## config.mk

```make
export PLATFORM = sky130hd
export DESIGN_NAME = sc_to_binary
export DESIGN_NICKNAME = d
export VERILOG_FILES = /design/src/rtl/sc_to_binary.sv
export SDC_FILE = /design/constraint.sdc
export NUM_CORES = 1
export LEC_CHECK = 0
export CAP_MARGIN = 20
export CORE_UTILIZATION = 28
export CTS_CLUSTER_DIAMETER = 200
export DETAILED_ROUTE_END_ITERATION = 8
export SYNTH_ARGS = -nofsm -noshare
export SYNTH_HDL_FRONTEND = slang
export SYNTH_SLANG_ARGS = --single-unit
```

## constraint.sdc

```tcl
create_clock -name clk -period 2.49 [get_ports clk]
set_input_delay 0.498 -clock clk [delete_from_list [all_inputs] [get_ports clk]]
set_output_delay 0.498 -clock clk [all_outputs]
set_load 0.05 [all_outputs]
```

## src/rtl/sc_to_binary.sv

```systemverilog
// Stochastic-to-binary converter: counts the 1s over a window of 2**WINDOW_LOG2 valid
// stream bits and presents the scaled, saturated estimate on a valid/ready handshake.
module sc_to_binary #(
    parameter int WIDTH       = 8,
    parameter int WINDOW_LOG2 = 8
) (
    input  logic             clk,
    input  logic             rst,
    input  logic             start,
    input  logic             bit_in,
    input  logic             bit_valid,
    output logic             busy,
    output logic [WIDTH-1:0] value,
    output logic             out_valid,
    input  logic             out_ready
);

    localparam int CW  = WINDOW_LOG2 + 1;
    localparam int SW  = CW + WIDTH;
    localparam int SHR = (WINDOW_LOG2 >= WIDTH) ? (WINDOW_LOG2 - WIDTH) : 0;
    localparam int SHL = (WINDOW_LOG2 <  WIDTH) ? (WIDTH - WINDOW_LOG2) : 0;
    localparam logic [CW-1:0] LAST_BIT = {1'b0, {WINDOW_LOG2{1'b1}}};

    typedef enum logic [1:0] {
        S_IDLE,
        S_COUNT,
        S_DONE
    } state_e;

    state_e            state_q, state_d;
    logic [CW-1:0]     ones_q, ones_d;
    logic [CW-1:0]     bit_q, bit_d;
    logic [WIDTH-1:0]  value_q, value_d;
    logic [CW-1:0]     ones_inc;
    logic [CW-1:0]     bit_inc;

    // Only one of SHR/SHL is non-zero; the wide intermediate holds the all-ones count
    // after a left shift so saturation can be detected from its upper bits.
    function automatic logic [WIDTH-1:0] scale(input logic [CW-1:0] n);
        logic [SW-1:0] wide;
        wide = {{WIDTH{1'b0}}, n};
        wide = (wide >> SHR) << SHL;
        if (|wide[SW-1:WIDTH]) begin
            scale = '1;
        end else begin
            scale = wide[WIDTH-1:0];
        end
    endfunction

    assign ones_inc = ones_q + {{WINDOW_LOG2{1'b0}}, bit_in};
    assign bit_inc  = bit_q + {{WINDOW_LOG2{1'b0}}, 1'b1};

    // NOTE: every always_comb output gets a default first so no path leaves it
    // unassigned, which would otherwise infer a latch.
    always_comb begin
        state_d = state_q;
        ones_d  = ones_q;
        bit_d   = bit_q;
        value_d = value_q;

        unique case (state_q)
            S_IDLE: begin
                if (start) begin
                    ones_d  = '0;
                    bit_d   = '0;
                    state_d = S_COUNT;
                end
            end

            S_COUNT: begin
                if (bit_valid) begin
                    ones_d = ones_inc;
                    bit_d  = bit_inc;
                    if (bit_q == LAST_BIT) begin
                        value_d = scale(ones_inc);
                        state_d = S_DONE;
                    end
                end
            end

            S_DONE: begin
                if (out_ready) begin
                    if (start) begin
                        ones_d  = '0;
                        bit_d   = '0;
                        state_d = S_COUNT;
                    end else begin
                        state_d = S_IDLE;
                    end
                end
            end

            default: state_d = S_IDLE;
        endcase
    end

    // NOTE: state registers use non-blocking assignments so every flop samples
    // the pre-edge values regardless of statement order.
    always_ff @(posedge clk) begin
        if (rst) begin
            state_q <= S_IDLE;
            ones_q  <= '0;
            bit_q   <= '0;
            value_q <= '0;
        end else begin
            state_q <= state_d;
            ones_q  <= ones_d;
            bit_q   <= bit_d;
            value_q <= value_d;
        end
    end

    assign busy      = (state_q == S_COUNT);
    assign out_valid = (state_q == S_DONE);
    assign value     = value_q;

endmodule

```

* Yosys cells after proc, flatten, opt, wreduce, memory -nomap -nowiden
Index checks and enable logic that the tools add are counted.
Storage, ports and cells: register bits after elaboration 28, input bits 6, output and inout bits 10, word-level logic and storage cells 33
Operators by class: add/sub/neg operators 2, equality and inequality tests 7, mux-type cells 15, reduce and logical (&&, ||, !) cells 5
Operators by type and width (number):
- $mux 9 | 6
- $pmux 9 s3 | 2
- $add 9x1->9 | 1
- $add 9x1->9 const B | 1
- $eq 9x8->1 const B | 1
- $mux 2 | 4
- $mux 8 | 1
- $pmux 2 s3 | 1
- $reduce_and 3->1 | 2
- $ne 2x1->1 const B | 2
- $ne 2x2->1 const B | 2
- $reduce_and 4->1 | 1
- $reduce_bool 3->1 | 1
- $eq 2x1->1 const B | 1
- $eq 2x2->1 const B | 1
- $logic_not 2->1 | 1
- $mux 1 | 1

* Longest topological paths before layout
Gate-level depths: netlist of the first run.
depth in word-level cells 4, depth in mapped cells 8, mapped depth without buffers 8

* Worst setup path after synthesis of the first run
Ideal clock, no wire load.
kind register to register, start point register state_q[0], end point register value_q[0], in the netlist value[0], setup time 134 ps, arrival 1931 ps, required time 2356 ps, setup slack 425 ps, stages on the path, launching flop included 7, buffers on the path 2, period minus slack after synthesis 2065 ps, path through dfxtp_1 > buf_4 > nor2b_1 > and3_1 > buf_2 > o21a_1 > a211oi_1
On the way: word-level cells in the longest chain between the ends 2
Ends and longest elaborated chain:
- start, declared | line 30 | state_e state_q, state_d;
- start signal, assigned | line 106 | state_q <= state_d;
- $eq 2x1->1
- via busy | line 12 | output logic busy,
- $reduce_and 3->1 (no line)
- end signal, assigned | line 109 | value_q <= value_d;
- end, declared | line 33 | logic [WIDTH-1:0] value_q, value_d;
The timed path passes the listed nets, and every way through them passes these cells. A chain may end at the register's enable or synchronous reset.

* Worst setup path in the final report of the first run
start point register state_q[0], end point output port busy
On the way: word-level cells in the longest chain between the ends 1
Ends and longest elaborated chain:
- $eq 2x1->1 | line 113 | assign busy = (state_q == S_COUNT);
- end, declared | line 12
Every way passes these cells.

==> run summary, run 1 <==
Outcome: finished, violations left
Failing checks: DRC
GRT Overall Usage: 0.118
Post-synth top area share: 0.425
Pwr Density: 554 nW/um2
Crit Path Class: flop to primary output
Combinational group share of total power: 0.079
Core area: 4440 um2
CP Max Fanout: 7
Hold Buf Count CTS: 0
P_leak: 0.539 nW
Predominant post-synthesis flop cell: dfxtp_1
Die W: 70.6 um
Vias in the first global route: 1099
Seq/Total Area, Yosys: 0.425
FF+latch area: 561 um2
Final hold violation count: 0
Post-Place Cells: 218
CTS sink cnt: 28
CTS Root Cell: clkbuf_8
Final setup fails: 0
Fmax: 436 MHz
Worst Path Arrival: 1.79 ns
Max-Cap Viols: 0
Setup TNS after final layout: 0 ns
Power Internal: 0.693 mW
First-pass GRT wire length: 4.80 mm
Multi-input gate area: 694 um2
Num CTS Buffers: 3
Mapped Cells: 155
YS warnings: 0
Clock slew at reported path FFs: 0.09 ns
Mapped Nets: 165
Initial antenna violation count: 0
Final wirelength: 2.74 mm
Clock power share: 0.405
Max VDD drop: 0.000309 V
NumNets Final: 181
Post_cts resized: 0
Synth Cell Area: 1320 um2
Count of buffers from port buffering: 15
Io pins: 16
Largest net degree at the start of global routing: 17
Die ar.: 4990 um2
Via count: 1131
Crit. End Element: primary output
Top cells by area, synth: dfxtp_1, nor2_1, a211oi_1, a21oi_1, ha_1
TritonCTS clock tree: built
Clk_lat worst skew: 0.27 ns
Gr ovfl total: 0
Commonest non-fill, non-tap cell in the layout: dfxtp_1
Skew final: 0.00722 ns
Period utilization: 0.920
1st-iter DRT viols: 47
Sequential Power Share: 0.516
Die Y: 70.6 um
Vias per Instance: 5.09
Worst EP required: 1.99 ns
ANT nets after route: 0
HP Class: flop to flop
Diodes inserted: 0
Sw Share: 0.214
Min Tclk post-route: 2.29 ns
DRC: 2
Pins Over Slew Limit: 0
Final Util: 0.358
Total Power: 0.882 mW
EDFF count, synth: 0
FF+latch count, synth: 28
Post-DP HPWL: 1.94 mm
Area leader, netlist: dfxtp_1
Fillers: 475
Drt first pass iters: 6
H-tree depth: 1
Layout cell share with drive strength beyond 1: 0.0471
Row cnt: 24
Ys async rst share: 0
Area growth syn-to-layout: 20.6%
Layout Cells excl Fill: 222
Synth Area per Inst: 8.51 um2
Routability Congestion: 0.744
WL/cell: 12.3 um
Starting Density: 0.297
Cell variety after synth: 32
Net switching power: 0.189 mW
CP Launch Type: flop
RSZ-0062 raised after global routing: no
Post-CTS setup buffer count: 0
Slew @ Worst Pin: 0.502 ns
Longest Clk Path Bufs: 2
Slew Limit Headroom: 0.664
Highest-count cells in the layout ignoring fill and taps: dfxtp_1, nor2_1, a21oi_1, clkdlybuf4s50_1, a211oi_1
power groups by stage:
stage | sequential (mW) | clock [mW] | combinational, mW
floorplan | 0.463 | 0 | 0.0517
global placement | 0.466 | 0 | 0.0698
detailed placement | 0.466 | 0 | 0.0699
CTS | 0.455 | 0.370 | 0.0702
global route | 0.456 | 0.380 | 0.0766
finish | 0.455 | 0.357 | 0.0695
synth_stat cells, types with 2 or more instances:
cell	instances
a211oi_1	10
a21oi_1	15
a22oi_1	3
a2bb2oi_1	2
a31oi_1	2
and3_1	4
and4_1	2
buf_2	3
buf_4	3
clkbuf_1	2
dfxtp_1	28
ha_1	4
inv_1	5
nand2_1	7
nand3_1	6
nand3b_1	3
nor2_1	23
nor2b_1	3
o21a_1	3
o21ai_0	5
o31ai_1	3
or3_1	3
or4_1	2
xnor2_1	2
xor2_1	5
state kept, by name, summed over array words and instances (netlist names):
signal and cells:
bit_q 9, ones_q 9, value 8, state_q 2
per-stage QoR:
stage / setup WS (ns) / hold WS (ns) / area, um2
after floorplan: 0.425 / 0.448 / 1320
after global placement: 0.130 / 0.467 / 1520
after detailed placement: 0.0888 / 0.471 / 1520
after CTS: 0.205 / 0.484 / 1590
after global routing: 0.155 / 0.508 / 1590
final: 0.198 / 0.487 / 1590
worst max-delay path, cell delays in order (launching register included):
cell	delay, ns
dfxtp_1	0.45
nor2b_1	0.23
clkdlybuf4s50_1	0.84
final timing paths:
path,from,endpoint,slack [ns],cells after the start
min,bit_q[7]$_SDFFE_PP0P_,bit_q[7]$_SDFFE_PP0P_,0.49,2
max,state_q[0]$_SDFFE_PP0P_,busy,0.20,2
min reg2reg,bit_q[7]$_SDFFE_PP0P_,bit_q[7]$_SDFFE_PP0P_,0.49,2
max reg2reg,bit_q[0]$_SDFFE_PP0P_,value[3]$_SDFFE_PP0P_,0.67,7
routing by layer:
layer / up-vias / routed length (um) / track usage / part of all wire
met1: 532 / 1370 / 0.141 / 0.50
li1: 586 / - / - / -
met5: - / 0 / 0 / 0
met2: 11 / 1290 / 0.211 / 0.47
met4: 0 / 27 / 0.0467 / 0.0099
met3: 2 / 57 / 0.0171 / 0.021
kinds of logic after synthesis:
kind of cell	after synthesis	share of synthesized area
buffers and inverters	13	0.0484
AOI/OAI and AO/OA	45	0.217
adders and majority gates	4	0.0380
muxes	1	0.00759
DFF	28	0.425
xor gates and xnor gates	7	0.0465
and+or+nand+nor	57	0.217
cell type report:
| type | count | share of cell area |
|---|---|---|
| inverters | 5 | 0.0118 |
| clock buffers | 3 | 0.0260 |
| flip-flops and latches | 28 | 0.352 |
| clock inverters | 1 | 0.0189 |
| well taps | 52 | 0.0409 |
| multi-input cells | 114 | 0.437 |
| repair buffers | 19 | 0.113 |
Power figures use the tool's default switching activity.
==> inputs of run 2 (changes only) <==
==> constraint.sdc (replaced) <==
create_clock -name clk -period 2.1 [get_ports clk]
set_input_delay 0.42 -clock clk [delete_from_list [all_inputs] [get_ports clk]]
set_output_delay 0.42 -clock clk [all_outputs]
set_load 0.05 [all_outputs]
==> run summary, run 2 (synthesis results as in run 1) <==
Post_cts resized: 0
Io pins: 16
Combinational group share of total power: 0.082
Row cnt: 24
Crit Path Class: primary input to flop
Commonest non-fill, non-tap cell in the layout: dfxtp_1
CTS Root Cell: clkbuf_8
1st-iter DRT viols: 58
Final instance area: 1620 um2
NumNets Final: 186
Layout cell share with drive strength beyond 1: 0.0857
Hold Buf Count CTS: 0
Skew final: 0.00238 ns
Starting Density: 0.297
Clock power share: 0.408
ANT nets after route: 0
Sw Share: 0.221
Fmax: 514 MHz
Vias in the first global route: 1091
Highest-count cells in the layout ignoring fill and taps: dfxtp_1, nor2_1, a21oi_1
Multi-input gate area: 694 um2
Slew @ Worst Pin: 0.496 ns
Core area: 4440 um2
Max VDD drop: 0.000255 V
Pins Over Slew Limit: 0
Worst Path Arrival: 2.15 ns
First-pass GRT wire length: 4.84 mm
P_leak: 0.566 nW
Area growth syn-to-layout: 23.1%
Die Y: 70.6 um
Via count: 1132
Post-DP HPWL: 1.98 mm
Placement Cell Area: 1550 um2
Diodes inserted: 0
Power Internal: 0.826 mW
Die ar.: 4990 um2
Clock slew at reported path FFs: 0.10 ns
Final setup fails: 0
Final hold violation count: 0
Max-Cap Viols: 0
CP Launch Type: primary input
Gr ovfl total: 0
Count of buffers from port buffering: 15
Net switching power: 0.234 mW
Pwr Density: 653 nW/um2
Num CTS Buffers: 3
Min Tclk post-route: 1.94 ns
H-tree depth: 1
Failing checks: DRC
Largest net degree at the start of global routing: 19
Die W: 70.6 um
Post-CTS setup buffer count: 0
Sequential Power Share: 0.510
Drt first pass iters: 6
Initial antenna violation count: 0
GRT Overall Usage: 0.120
WL/cell: 12.0 um
Fillers: 467
CTS sink cnt: 28
Worst EP required: 2.30 ns
DRC: 2
Routability Congestion: 0.768
Crit. End Element: flop
RSZ-0062 raised after global routing: no
Longest Clk Path Bufs: 2
Slew Limit Headroom: 0.668
CP Max Fanout: 8
Setup TNS after final layout: 0 ns
Vias per Instance: 4.99
Final wirelength: 2.73 mm
FF+latch area: 561 um2
Period utilization: 0.926
Outcome: finished, violations left
TritonCTS clock tree: built
Clk_lat worst skew: 0.28 ns
HP Class: flop to flop
run 2: through the flow:
step | worst slack (ns) | hold slack, ns | utilization | cells | total power [mW]
after floorplan | 0.0346 | 0.448 | - | 155 | 0.610
after global placement | -0.138 | 0.467 | 0.349 | 223 | 0.641
after detailed placement | -0.174 | 0.470 | 0.349 | 223 | 0.640
after CTS | 0.152 | 0.484 | 0.365 | 227 | 1.07
after global routing | 0.0695 | 0.526 | 0.365 | 227 | 1.10
final | 0.155 | 0.481 | 0.365 | 227 | 1.06
run 2: power by group through the flow:
stage          logic (mW)  clock network [mW]  registers [mW]
2_1_floorplan      0.0613                   0           0.549
3_3_place_gp       0.0883                   0           0.553
3_5_place_dp       0.0873                   0           0.553
4_1_cts            0.0878               0.441           0.540
5_1_grt            0.0966               0.463           0.541
6_report           0.0871               0.433           0.540
run 2: critical path, cell delays in order:
cell	delay (ns)
clkdlybuf4s50_1	0.40
ha_1	0.22
ha_1	0.20
and4_1	0.22
and3_1	0.17
o21a_1	0.26
a211oi_1	0.25
run 2: path summary, 6_finish.rpt:
path,startpoint,end,slack [ns],depth (start not counted)
worst max register to register,bit_q[0]$_SDFFE_PP0P_,value[7]$_SDFFE_PP0P_,0.33,7
worst min register to register,bit_q[5]$_SDFFE_PP0P_,bit_q[5]$_SDFFE_PP0P_,0.48,2
worst min-delay path,bit_q[5]$_SDFFE_PP0P_,bit_q[5]$_SDFFE_PP0P_,0.48,2
worst max-delay path,bit_in,value[1]$_SDFFE_PP0P_,0.16,7
run 2: area by class of cell:
class | count | share of cell area
clock inverters | 1 | 0.0185
repair buffers | 24 | 0.131
flip-flops and latches | 28 | 0.345
clock buffers | 3 | 0.0254
multi-input cells | 114 | 0.428
well taps | 52 | 0.0401
inverters | 5 | 0.0116
run 2: per-layer routing:
metal	up-vias	share of wire	wire length (um)	GRT usage
met2	11	0.46	1260	0.196
met1	525	0.50	1380	0.155
met4	0	0.012	34	0.0600
met5	-	0	0	0
met3	2	0.023	63	0.0199
li1	594	-	-	-
